[src/rtl/indice_buffer_loader_pkg.sv]
// rtl/indice_buffer_loader_pkg.sv - bank state type and size derivations for the index double buffer
// Contents: bank_state_t (per-bank ownership state), K_DEFAULT and the
// DEPTH / ADDR_W / DATA_W derivations from the block size K.
package indice_pkg;

    typedef enum logic [1:0] {EMPTY, FILL, FULL, DRAIN} bank_state_t;

    localparam int K_DEFAULT = 1024;

    function automatic int depthOf(input int k);
        return (k * k) / 32;
    endfunction

    function automatic int addrWOf(input int k);
        return $clog2(depthOf(k));
    endfunction

    function automatic int dataWOf(input int k);
        return $clog2(k);
    endfunction

endpackage

[src/rtl/indice_buffer_loader_if.sv]
// rtl/indice_buffer_loader_if.sv - index stream, block offer and consumer address bundle
// Ports (slave = loader view):
//   in_valid/in_ready, in_data0/in_data1, in_keep, in_last : index stream
//   blk_valid/blk_ready, blk_bank, blk_len, blk_release     : block hand-off
//   cons_addr1/cons_addr2                                   : consumer read addresses
interface indice_buffer_loader_if #(
    parameter int K = indice_pkg::K_DEFAULT
);
    localparam int ADDR_W = indice_pkg::addrWOf(K);
    localparam int DATA_W = indice_pkg::dataWOf(K);

    logic              in_valid;
    logic              in_ready;
    logic [DATA_W-1:0] in_data0;
    logic [DATA_W-1:0] in_data1;
    logic [1:0]        in_keep;
    logic              in_last;
    logic              blk_valid;
    logic              blk_ready;
    logic              blk_bank;
    logic [ADDR_W:0]   blk_len;
    logic              blk_release;
    logic [ADDR_W-1:0] cons_addr1;
    logic [ADDR_W-1:0] cons_addr2;

    modport slave (
        input  in_valid, in_data0, in_data1, in_keep, in_last,
        input  blk_ready, blk_release, cons_addr1, cons_addr2,
        output in_ready, blk_valid, blk_bank, blk_len
    );

    modport master (
        output in_valid, in_data0, in_data1, in_keep, in_last,
        output blk_ready, blk_release, cons_addr1, cons_addr2,
        input  in_ready, blk_valid, blk_bank, blk_len
    );
endinterface

[src/rtl/indice_buffer_loader_bank_ctrl.sv]
// rtl/indice_buffer_loader_bank_ctrl.sv - one bank's ownership state, latched length and port mux
// Inputs : startFill/setFull/take/relIn state events, lenIn latched on setFull,
//          wrEn/wrAddr/wrData from the write pipeline, consAddr from the consumer.
// Outputs: state, len, and the bank's two RAM ports (addr/data/wen).
module indice_bank_ctrl
    import indice_pkg::*;
#(
    parameter  int K      = K_DEFAULT,
    localparam int ADDR_W = addrWOf(K),
    localparam int DATA_W = dataWOf(K)
) (
    input  logic              clk,
    input  logic              rst_n,
    input  logic              startFill,
    input  logic              setFull,
    input  logic [ADDR_W:0]   lenIn,
    input  logic              take,
    input  logic              relIn,
    input  logic              wrEn1,
    input  logic              wrEn2,
    input  logic [ADDR_W-1:0] wrAddr1,
    input  logic [ADDR_W-1:0] wrAddr2,
    input  logic [DATA_W-1:0] wrData1,
    input  logic [DATA_W-1:0] wrData2,
    input  logic [ADDR_W-1:0] consAddr1,
    input  logic [ADDR_W-1:0] consAddr2,
    output bank_state_t       state,
    output logic [ADDR_W:0]   len,
    output logic [ADDR_W-1:0] addr1,
    output logic [ADDR_W-1:0] addr2,
    output logic [DATA_W-1:0] data1,
    output logic [DATA_W-1:0] data2,
    output logic              wen1,
    output logic              wen2
);

    always_ff @(posedge clk or negedge rst_n) begin
        if (!rst_n) begin
            state <= EMPTY;
            len   <= '0;
        end else begin
            case (state)
                EMPTY:   if (startFill) state <= FILL;
                FILL:    if (setFull) begin
                             state <= FULL;
                             len   <= lenIn;
                         end
                FULL:    if (take) state <= DRAIN;
                DRAIN:   if (relIn) state <= EMPTY;
                default: state <= EMPTY;
            endcase
        end
    end

    // The last beat's writes land one cycle after the bank has already gone
    // FULL, so a pending pipeline write takes priority over the state view.
    always_comb begin
        addr1 = '0;
        addr2 = '0;
        data1 = '0;
        data2 = '0;
        wen1  = 1'b0;
        wen2  = 1'b0;
        if (wrEn1) begin
            addr1 = wrAddr1;
            data1 = wrData1;
            wen1  = 1'b1;
        end else if (state == DRAIN) begin
            addr1 = consAddr1;
        end
        if (wrEn2) begin
            addr2 = wrAddr2;
            data2 = wrData2;
            wen2  = 1'b1;
        end else if (state == DRAIN) begin
            addr2 = consAddr2;
        end
    end

endmodule

[src/rtl/indice_buffer_loader.sv]
// rtl/indice_buffer_loader.sv - fill/offer/drain controller for the ping-pong index buffer
// Ports: clk, rst_n (async active-low), bus (stream + block hand-off + consumer
//        addresses), addr/data/wen for ports 1/2 of banks A and B, err_overflow.
module indice_buffer_loader
    import indice_pkg::*;
#(
    parameter  int K      = K_DEFAULT,
    localparam int DEPTH  = depthOf(K),
    localparam int ADDR_W = addrWOf(K),
    localparam int DATA_W = dataWOf(K)
) (
    input  logic                    clk,
    input  logic                    rst_n,
    indice_buffer_loader_if.slave   bus,
    output logic [ADDR_W-1:0]       addrA1,
    output logic [ADDR_W-1:0]       addrA2,
    output logic [ADDR_W-1:0]       addrB1,
    output logic [ADDR_W-1:0]       addrB2,
    output logic [DATA_W-1:0]       dataA1,
    output logic [DATA_W-1:0]       dataA2,
    output logic [DATA_W-1:0]       dataB1,
    output logic [DATA_W-1:0]       dataB2,
    output logic                    wenA1,
    output logic                    wenA2,
    output logic                    wenB1,
    output logic                    wenB2,
    output logic                    err_overflow
);

    localparam logic [ADDR_W+1:0] DEPTH_X = (ADDR_W + 2)'(DEPTH);

    bank_state_t       stateA, stateB;
    logic [ADDR_W:0]   lenA, lenB;
    logic              fillSel, offSel;
    logic [ADDR_W:0]   wrPtr;

    logic              pipeBeat, pipeBank, pipeWe1, pipeWe2;
    logic [ADDR_W-1:0] pipeAddr1, pipeAddr2;
    logic [DATA_W-1:0] pipeData1, pipeData2;

    logic              anyFill, beatTake, lastTake, one, two;
    logic              lane0Ok, lane1Ok, drop, take, relA, relB;
    logic [ADDR_W+1:0] ptrX, ptr1, cnt, sum;
    logic [ADDR_W:0]   nextPtr;

    assign anyFill  = (stateA == FILL) || (stateB == FILL);
    assign beatTake = bus.in_valid && anyFill;
    assign lastTake = beatTake && bus.in_last;
    assign bus.in_ready = anyFill;

    // keep 10 deliberately decodes as no entries
    assign two = (bus.in_keep == 2'b11);
    assign one = (bus.in_keep == 2'b01);

    assign ptrX    = {1'b0, wrPtr};
    assign ptr1    = ptrX + (ADDR_W + 2)'(1);
    assign cnt     = two ? (ADDR_W + 2)'(2) : (one ? (ADDR_W + 2)'(1) : '0);
    assign sum     = ptrX + cnt;
    assign nextPtr = (sum > DEPTH_X) ? DEPTH_X[ADDR_W:0] : sum[ADDR_W:0];
    assign lane0Ok = (one || two) && (ptrX < DEPTH_X);
    assign lane1Ok = two && (ptr1 < DEPTH_X);
    assign drop    = ((one || two) && !lane0Ok) || (two && !lane1Ok);

    // Hold the offer back while the bank's final write is still in the pipeline.
    always_comb begin
        bus.blk_valid = 1'b0;
        if (offSel)
            bus.blk_valid = (stateB == FULL) && !(pipeBeat && pipeBank);
        else
            bus.blk_valid = (stateA == FULL) && !(pipeBeat && !pipeBank);
    end
    assign bus.blk_bank = offSel;
    assign bus.blk_len  = offSel ? lenB : lenA;
    assign take         = bus.blk_valid && bus.blk_ready;

    // With both banks draining, off_sel has wrapped back to the older one.
    assign relA = bus.blk_release && (stateA == DRAIN) && ((stateB != DRAIN) || !offSel);
    assign relB = bus.blk_release && (stateB == DRAIN) && ((stateA != DRAIN) || offSel);

    always_ff @(posedge clk or negedge rst_n) begin
        if (!rst_n) begin
            fillSel      <= 1'b0;
            offSel       <= 1'b0;
            wrPtr        <= '0;
            err_overflow <= 1'b0;
            pipeBeat     <= 1'b0;
            pipeBank     <= 1'b0;
            pipeWe1      <= 1'b0;
            pipeWe2      <= 1'b0;
            pipeAddr1    <= '0;
            pipeAddr2    <= '0;
            pipeData1    <= '0;
            pipeData2    <= '0;
        end else begin
            pipeBeat <= beatTake;
            pipeWe1  <= beatTake && lane0Ok;
            pipeWe2  <= beatTake && lane1Ok;
            if (beatTake) begin
                pipeBank  <= fillSel;
                pipeAddr1 <= wrPtr[ADDR_W-1:0];
                pipeAddr2 <= ptr1[ADDR_W-1:0];
                pipeData1 <= bus.in_data0;
                pipeData2 <= bus.in_data1;
                if (drop)
                    err_overflow <= 1'b1;
                if (bus.in_last) begin
                    wrPtr   <= '0;
                    fillSel <= ~fillSel;
                end else begin
                    wrPtr <= nextPtr;
                end
            end
            if (take)
                offSel <= ~offSel;
        end
    end

    indice_bank_ctrl #(.K(K)) u_bankA (
        .clk(clk), .rst_n(rst_n),
        .startFill(!anyFill && !fillSel), .setFull(lastTake && !fillSel), .lenIn(nextPtr),
        .take(take && !offSel), .relIn(relA),
        .wrEn1(pipeWe1 && !pipeBank), .wrEn2(pipeWe2 && !pipeBank),
        .wrAddr1(pipeAddr1), .wrAddr2(pipeAddr2), .wrData1(pipeData1), .wrData2(pipeData2),
        .consAddr1(bus.cons_addr1), .consAddr2(bus.cons_addr2),
        .state(stateA), .len(lenA),
        .addr1(addrA1), .addr2(addrA2), .data1(dataA1), .data2(dataA2), .wen1(wenA1), .wen2(wenA2)
    );

    indice_bank_ctrl #(.K(K)) u_bankB (
        .clk(clk), .rst_n(rst_n),
        .startFill(!anyFill && fillSel), .setFull(lastTake && fillSel), .lenIn(nextPtr),
        .take(take && offSel), .relIn(relB),
        .wrEn1(pipeWe1 && pipeBank), .wrEn2(pipeWe2 && pipeBank),
        .wrAddr1(pipeAddr1), .wrAddr2(pipeAddr2), .wrData1(pipeData1), .wrData2(pipeData2),
        .consAddr1(bus.cons_addr1), .consAddr2(bus.cons_addr2),
        .state(stateB), .len(lenB),
        .addr1(addrB1), .addr2(addrB2), .data1(dataB1), .data2(dataB2), .wen1(wenB1), .wen2(wenB2)
    );

endmodule
[src/flat_wrapper.sv]
// flat-port wrapper written by rule: the top's interface ports become plain ports
module indice_buffer_loader_flat import indice_pkg::*;
#(
    parameter  int K      = K_DEFAULT,
    localparam int DEPTH  = depthOf(K),
    localparam int ADDR_W = addrWOf(K),
    localparam int DATA_W = dataWOf(K)
)
  (clk, rst_n, addrA1, addrA2, addrB1, addrB2, dataA1, dataA2, dataB1, dataB2, wenA1, wenA2, wenB1, wenB2, err_overflow, bus_in_valid, bus_in_data0, bus_in_data1, bus_in_keep, bus_in_last, bus_blk_ready, bus_blk_release, bus_cons_addr1, bus_cons_addr2, bus_in_ready, bus_blk_valid, bus_blk_bank, bus_blk_len);
  indice_buffer_loader_if #(.K(K)) bus_i ();
  input  logic clk;
  input  logic rst_n;
  output logic [ADDR_W-1:0] addrA1;
  output logic [ADDR_W-1:0] addrA2;
  output logic [ADDR_W-1:0] addrB1;
  output logic [ADDR_W-1:0] addrB2;
  output logic [DATA_W-1:0] dataA1;
  output logic [DATA_W-1:0] dataA2;
  output logic [DATA_W-1:0] dataB1;
  output logic [DATA_W-1:0] dataB2;
  output logic wenA1;
  output logic wenA2;
  output logic wenB1;
  output logic wenB2;
  output logic err_overflow;
  input wire logic [$bits(bus_i.in_valid)-1:0] bus_in_valid;
  input wire logic [$bits(bus_i.in_data0)-1:0] bus_in_data0;
  input wire logic [$bits(bus_i.in_data1)-1:0] bus_in_data1;
  input wire logic [$bits(bus_i.in_keep)-1:0] bus_in_keep;
  input wire logic [$bits(bus_i.in_last)-1:0] bus_in_last;
  input wire logic [$bits(bus_i.blk_ready)-1:0] bus_blk_ready;
  input wire logic [$bits(bus_i.blk_release)-1:0] bus_blk_release;
  input wire logic [$bits(bus_i.cons_addr1)-1:0] bus_cons_addr1;
  input wire logic [$bits(bus_i.cons_addr2)-1:0] bus_cons_addr2;
  output wire logic [$bits(bus_i.in_ready)-1:0] bus_in_ready;
  output wire logic [$bits(bus_i.blk_valid)-1:0] bus_blk_valid;
  output wire logic [$bits(bus_i.blk_bank)-1:0] bus_blk_bank;
  output wire logic [$bits(bus_i.blk_len)-1:0] bus_blk_len;
  assign bus_i.in_valid = bus_in_valid;
  assign bus_i.in_data0 = bus_in_data0;
  assign bus_i.in_data1 = bus_in_data1;
  assign bus_i.in_keep = bus_in_keep;
  assign bus_i.in_last = bus_in_last;
  assign bus_i.blk_ready = bus_blk_ready;
  assign bus_i.blk_release = bus_blk_release;
  assign bus_i.cons_addr1 = bus_cons_addr1;
  assign bus_i.cons_addr2 = bus_cons_addr2;
  assign bus_in_ready = bus_i.in_ready;
  assign bus_blk_valid = bus_i.blk_valid;
  assign bus_blk_bank = bus_i.blk_bank;
  assign bus_blk_len = bus_i.blk_len;
  indice_buffer_loader #(.K(K)) u_core (.clk(clk), .rst_n(rst_n), .bus(bus_i), .addrA1(addrA1), .addrA2(addrA2), .addrB1(addrB1), .addrB2(addrB2), .dataA1(dataA1), .dataA2(dataA2), .dataB1(dataB1), .dataB2(dataB2), .wenA1(wenA1), .wenA2(wenA2), .wenB1(wenB1), .wenB2(wenB2), .err_overflow(err_overflow));
endmodule
[config.mk]
export PLATFORM = sky130hd
export DESIGN_NAME = indice_buffer_loader_flat
export DESIGN_NICKNAME = d
export VERILOG_FILES = /design/src/rtl/indice_buffer_loader_pkg.sv /design/src/rtl/indice_buffer_loader_if.sv /design/src/rtl/indice_buffer_loader_bank_ctrl.sv /design/src/rtl/indice_buffer_loader.sv /design/src/flat_wrapper.sv
export SDC_FILE = /design/constraint.sdc
export NUM_CORES = 1
export LEC_CHECK = 0
export BUFFER_PORTS_ARGS = -buffer_cell sky130_fd_sc_hd__buf_2
export CORE_UTILIZATION = 50
export CTS_BUF_LIST = sky130_fd_sc_hd__clkbuf_8
export DETAILED_ROUTE_END_ITERATION = 10
export PLACE_DENSITY = 0.76
export SYNTH_ARGS = -nofsm -noshare
export SYNTH_HDL_FRONTEND = slang
export SYNTH_HIERARCHICAL = 1
export SYNTH_SLANG_ARGS = --single-unit
[constraint.sdc]
create_clock -name clk -period 7.7 [get_ports clk]
set_clock_uncertainty 0.1 [all_clocks]
set_input_delay 0.77 -clock clk [delete_from_list [all_inputs] [get_ports clk]]
set_output_delay 0.77 -clock clk [all_outputs]
set_load 0.02 [all_outputs]
==> flow_summary.html <==
<table>
<tr><th>Metric</th><th>Value</th></tr>
<tr><th colspan="2">Clocking</th></tr>
<tr><td>TritonCTS clock tree</td><td>done</td></tr>
<tr><td>Number of H-tree branching levels</td><td>3</td></tr>
<tr><td>Cts bufs inserted</td><td>9</td></tr>
<tr><td>Resize count post-CTS</td><td>0</td></tr>
<tr><td>Maximum number of buffers from clock root to sink</td><td>2</td></tr>
<tr><td>CTS Root Buffer Type</td><td>sky130_fd_sc_hd__clkbuf_8</td></tr>
<tr><td>Clock transition time at the flip-flop clock pins of the worst setup and hold paths</td><td>100 ps</td></tr>
<tr><td>Number of buffers added for setup after CTS</td><td>0</td></tr>
<tr><td>Clock Sink Count</td><td>109</td></tr>
<tr><td>Hold bufs inserted after CTS</td><td>0</td></tr>
<tr><td>Clock network latency to the later pin of the worst-skew pair</td><td>380 ps</td></tr>
<tr><th colspan="2">STA</th></tr>
<tr><td>Final period demand of the worst path</td><td>3750 ps</td></tr>
<tr><td>Hold slack final</td><td>323.3 ps</td></tr>
<tr><td>Worst-Margin Slew</td><td>1125 ps</td></tr>
<tr><td>Slew Limit Headroom</td><td>25.00%</td></tr>
<tr><td>Final count of pins violating max slew</td><td>0</td></tr>
<tr><td>Peak Freq</td><td>266.7 MHz</td></tr>
<tr><td>Final period utilization</td><td>48.70%</td></tr>
<tr><td>Final setup TNS</td><td>0 ps</td></tr>
<tr><td>Endpoints failing setup</td><td>0</td></tr>
<tr><td>Hold Vio Cnt, Final</td><td>0</td></tr>
<tr><td>Setup repair after global routing missed its margin</td><td>false</td></tr>
<tr><th colspan="2">Pwr</th></tr>
<tr><td>Internal Power</td><td>1161 uW</td></tr>
<tr><td>Share of power burned in the clock network</td><td>14.8%</td></tr>
<tr><td>Total power after layout</td><td>2098 uW</td></tr>
<tr><td>Net switching power</td><td>937.5 uW</td></tr>
<tr><td>Fraction of power consumed by sequential logic</td><td>39.0%</td></tr>
<tr><td>Logic pwr share</td><td>46.2%</td></tr>
<tr><td>Maximum vdd ir drop</td><td>0.1691 mV</td></tr>
<tr><td>Net Sw Frac</td><td>44.68%</td></tr>
<tr><td>Power density over cell area</td><td>266.0 mW/mm2</td></tr>
<tr><td>Static Leak</td><td>0.004057 uW</td></tr>
<tr><th colspan="2">Floorplanning</th></tr>
<tr><td>Starting density of the core</td><td>51.53%</td></tr>
<tr><td>Horizontal die dimension</td><td>119.1 um</td></tr>
<tr><td>Die ar.</td><td>0.01418 mm2</td></tr>
<tr><td>I/O pin total</td><td>182</td></tr>
<tr><td>Area inside the core boundary</td><td>0.01330 mm2</td></tr>
<tr><td>Die extent in y</td><td>119.1 um</td></tr>
<tr><td># rows</td><td>42</td></tr>
<tr><th colspan="2">Setup path</th></tr>
<tr><td>Data required, critical path</td><td>7870 ps</td></tr>
<tr><td>Endpoint class of the critical path</td><td>flop</td></tr>
<tr><td>Critical Setup Path Class</td><td>in2reg</td></tr>
<tr><td>WP data arrival</td><td>3920 ps</td></tr>
<tr><td>Kind of start point of the critical path</td><td>primary input</td></tr>
<tr><td>Largest fanout on the critical path</td><td>14</td></tr>
<tr><th colspan="2">Global routing</th></tr>
<tr><td>First-pass GRT wire length</td><td>28200 um</td></tr>
<tr><td>Number of global-route vias before repair</td><td>5711</td></tr>
<tr><td>GRT Resource Usage Total</td><td>24.88%</td></tr>
<tr><td>Largest net degree at the start of global routing</td><td>78</td></tr>
<tr><td>Leftover overflow at the end of global routing</td><td>0</td></tr>
<tr><td>Number of antenna violations at the first check in global routing</td><td>0</td></tr>
<tr><th colspan="2">Drt</th></tr>
<tr><td>Total DRC errors in the routed layout</td><td>0</td></tr>
<tr><td>Routed length on met2</td><td>8152 um</td></tr>
<tr><td>Length of routed met3 wiring</td><td>832 um</td></tr>
<tr><td>Post-detailed-route via-to-cell ratio</td><td>5.304</td></tr>
<tr><td>Detailed Routing Iterations Pass 1</td><td>4</td></tr>
<tr><td>Wirelength, routed</td><td>17420 um</td></tr>
<tr><td>DRT antenna net count</td><td>0</td></tr>
<tr><td>Average wire length per cell after detail routing</td><td>15.30 um</td></tr>
<tr><td>Detailed-route wire length on metal 1</td><td>7961 um</td></tr>
<tr><td>DR iter-0 viols</td><td>351</td></tr>
<tr><td>Max Used Layer</td><td>met4</td></tr>
<tr><td>Vias post-DR</td><td>6036</td></tr>
<tr><th colspan="2">Synthesis</th></tr>
<tr><td>Synth unique cells</td><td>64</td></tr>
<tr><td>Most common flop cell mapped by yosys</td><td>sky130_fd_sc_hd__dfrtp_1</td></tr>
<tr><td>Register bit count reported by yosys</td><td>109</td></tr>
<tr><td>Share of the synthesized area in the top cell type</td><td>39.81%</td></tr>
<tr><td>Seq/Total Area, Yosys</td><td>39.81%</td></tr>
<tr><td>Mapped Area</td><td>0.006852 mm2</td></tr>
<tr><td>Post-Syn Nets</td><td>892</td></tr>
<tr><td>Dominant cell type by area after synthesis</td><td>sky130_fd_sc_hd__dfrtp_1</td></tr>
<tr><td>Number of flops mapped to enable cells by yosys</td><td>0</td></tr>
<tr><td>Mean instance size in the synthesized netlist</td><td>8.356 um2</td></tr>
<tr><td>Synth Warn #</td><td>6</td></tr>
<tr><td>Cells after Synth</td><td>820</td></tr>
<tr><td>Dominant cells by area after synthesis</td><td>sky130_fd_sc_hd__dfrtp_1 40%, sky130_fd_sc_hd__nand2_1 14%, sky130_fd_sc_hd__mux2_2 7.9%, sky130_fd_sc_hd__o21ai_0 6.4%, sky130_fd_sc_hd__and2_1 4.1%</td></tr>
<tr><td>Share of flip-flops with an asynchronous set or reset after synthesis</td><td>100.0%</td></tr>
<tr><th colspan="2">Hold path</th></tr>
<tr><td>Type of the worst min-delay path</td><td>in2async</td></tr>
<tr><th colspan="2">Layout</th></tr>
<tr><td>Growth of design area from synthesis to finish</td><td>15.12%</td></tr>
<tr><td>Most frequent cells in the layout</td><td>257 x sky130_fd_sc_hd__nand2_1, 180 x sky130_fd_sc_hd__buf_2, 109 x sky130_fd_sc_hd__dfrtp_1, 88 x sky130_fd_sc_hd__o21ai_0, 48 x sky130_fd_sc_hd__mux2_2</td></tr>
<tr><td>Final design utilization</td><td>59.33%</td></tr>
<tr><td>Fillers</td><td>1171</td></tr>
<tr><td>Commonest non-fill, non-tap cell in the layout</td><td>sky130_fd_sc_hd__nand2_1</td></tr>
<tr><td>Post-Layout Inst Area</td><td>0.007888 mm2</td></tr>
<tr><td>Final antenna diode count</td><td>0</td></tr>
<tr><td>Layout cell share with drive strength beyond 1</td><td>29.31%</td></tr>
<tr><td>Final #Nets</td><td>1030</td></tr>
<tr><th colspan="2">Placed design</th></tr>
<tr><td>Routability congestion estimate</td><td>0.8870</td></tr>
<tr><td>Placed standard-cell area</td><td>0.007721 mm2</td></tr>
<tr><td>Count of buffers inserted at the top-level ports</td><td>181</td></tr>
<tr><td>Estimated wirelength of the detail-placed design</td><td>12340 um</td></tr>
<tr><th colspan="2">Flow run</th></tr>
<tr><td>Maxcap violations</td><td>0</td></tr>
<tr><th colspan="2">Status</th></tr>
<tr><td>Status</td><td>finished clean</td></tr>
</table>
==> flip-flops by register name, indices dropped and copies added, names as in the netlist, 2 cells and up <==
| name | cells |
|---|---|
| u_core/pipeAddr1 | 15 |
| u_core/pipeAddr2 | 15 |
| u_core/pipeData1 | 10 |
| u_core/pipeData2 | 10 |
| u_core/u_bankA/len | 16 |
| u_core/u_bankA/state | 2 |
| u_core/u_bankB/len | 16 |
| u_core/u_bankB/state | 2 |
| u_core/wrPtr | 16 |
==> kinds of logic after synthesis <==
group	after synthesis	share of synthesized area, %
flip-flops	109	39.81
multiplexers	54	8.912
AND/OR/NAND/NOR	409	27.61
buffers and inverters	75	5.424
XOR/XNOR	29	3.707
adder cells (fa/ha/maj)	14	2.666
AO/OA/AOI/OAI	130	11.87
==> worst max-delay path: stages <==
cell and delay, ps:
sky130_fd_sc_hd__buf_2 110, sky130_fd_sc_hd__nor2b_1 140, sky130_fd_sc_hd__ha_1 210, sky130_fd_sc_hd__fa_1 350
sky130_fd_sc_hd__nand3_2 190, sky130_fd_sc_hd__or3_2 560, sky130_fd_sc_hd__o2111a_1 290, sky130_fd_sc_hd__nor2_1 660
sky130_fd_sc_hd__o21a_1 300, sky130_fd_sc_hd__nor2b_1 80, sky130_fd_sc_hd__mux2_2 260
==> cells in the mapped netlist, types with 4 or more instances <==
cell / count
sky130_fd_sc_hd__nand2_1: 258
sky130_fd_sc_hd__dfrtp_1: 109
sky130_fd_sc_hd__o21ai_0: 88
sky130_fd_sc_hd__mux2_2: 48
sky130_fd_sc_hd__and2_1: 45
sky130_fd_sc_hd__nor2_1: 40
sky130_fd_sc_hd__clkbuf_1: 37
sky130_fd_sc_hd__xnor2_1: 22
sky130_fd_sc_hd__inv_1: 14
sky130_fd_sc_hd__ha_1: 13
sky130_fd_sc_hd__nand3_1: 11
sky130_fd_sc_hd__a22o_1: 9
sky130_fd_sc_hd__nor2b_1: 9
sky130_fd_sc_hd__buf_2: 8
sky130_fd_sc_hd__nand4_1: 7
sky130_fd_sc_hd__xor2_1: 7
sky130_fd_sc_hd__nor3_1: 6
sky130_fd_sc_hd__buf_1: 5
sky130_fd_sc_hd__clkbuf_8: 5
sky130_fd_sc_hd__o21ai_1: 5
sky130_fd_sc_hd__a21oi_1: 4
sky130_fd_sc_hd__a31oi_1: 4
sky130_fd_sc_hd__buf_4: 4
sky130_fd_sc_hd__mux2i_1: 4
sky130_fd_sc_hd__or3_2: 4
==> per-layer routing <==
metal | global-route usage [%] | vias to the layer above
li1 | - | 2975
met1 | 32.51 | 2838
met2 | 41.75 | 195
met3 | 3.065 | 28
met4 | 10.13 | 0
met5 | 0 | -
==> final timing paths <==
check / from / end / slack (ps) / depth (start not counted)
setup reg to reg: u_core/wrPtr[0]$_DFFE_PN0P_ / u_core/u_bankA/len[0]$_DFFE_PN0P_ / 4060 / 9
hold reg to reg: u_core/err_overflow$_DFFE_PN0P_ / u_core/err_overflow$_DFFE_PN0P_ / 390 / 1
max in group asynchronous: rst_n / u_core/pipeAddr1[8]$_DFFE_PN0P_ / 6010 / 2
hold / removal: rst_n / u_core/u_bankB/len[2]$_DFFE_PN0P_ / 320 / 1
setup / recovery: bus_in_keep[0] / u_core/u_bankA/len[0]$_DFFE_PN0P_ / 3950 / 11
min in group clk: u_core/err_overflow$_DFFE_PN0P_ / u_core/err_overflow$_DFFE_PN0P_ / 390 / 1
==> layout make-up <==
class	count	area [um2]	area share [%]
multi-input combinational	636	3760	47.67
sequential	109	2728	34.58
timing repair buffer	188	960.9	12.18
tap	176	220.2	2.792
clock buffer	10	137.6	1.745
inverter	14	52.55	0.6662
clock inverter	5	28.78	0.3648
==> power groups by stage <==
stage,Clock (uW),Sequential (uW),Combinational [uW]
2_1_floorplan,0,766,741
3_3_place_gp,0,823,950
3_5_place_dp,0,828,970
4_1_cts,320,816,973
5_1_grt,343,838,1060
6_report,311,819,969
==> per-stage QoR <==
stage	instances	worst slack, ps
5_1_grt	1138	3734
3_3_place_gp	1123	3554
3_5_place_dp	1123	3539
2_1_floorplan	820	4278
6_report	1138	3950
4_1_cts	1138	3973
No activity file was read; power rests on OpenSTA's default activity.
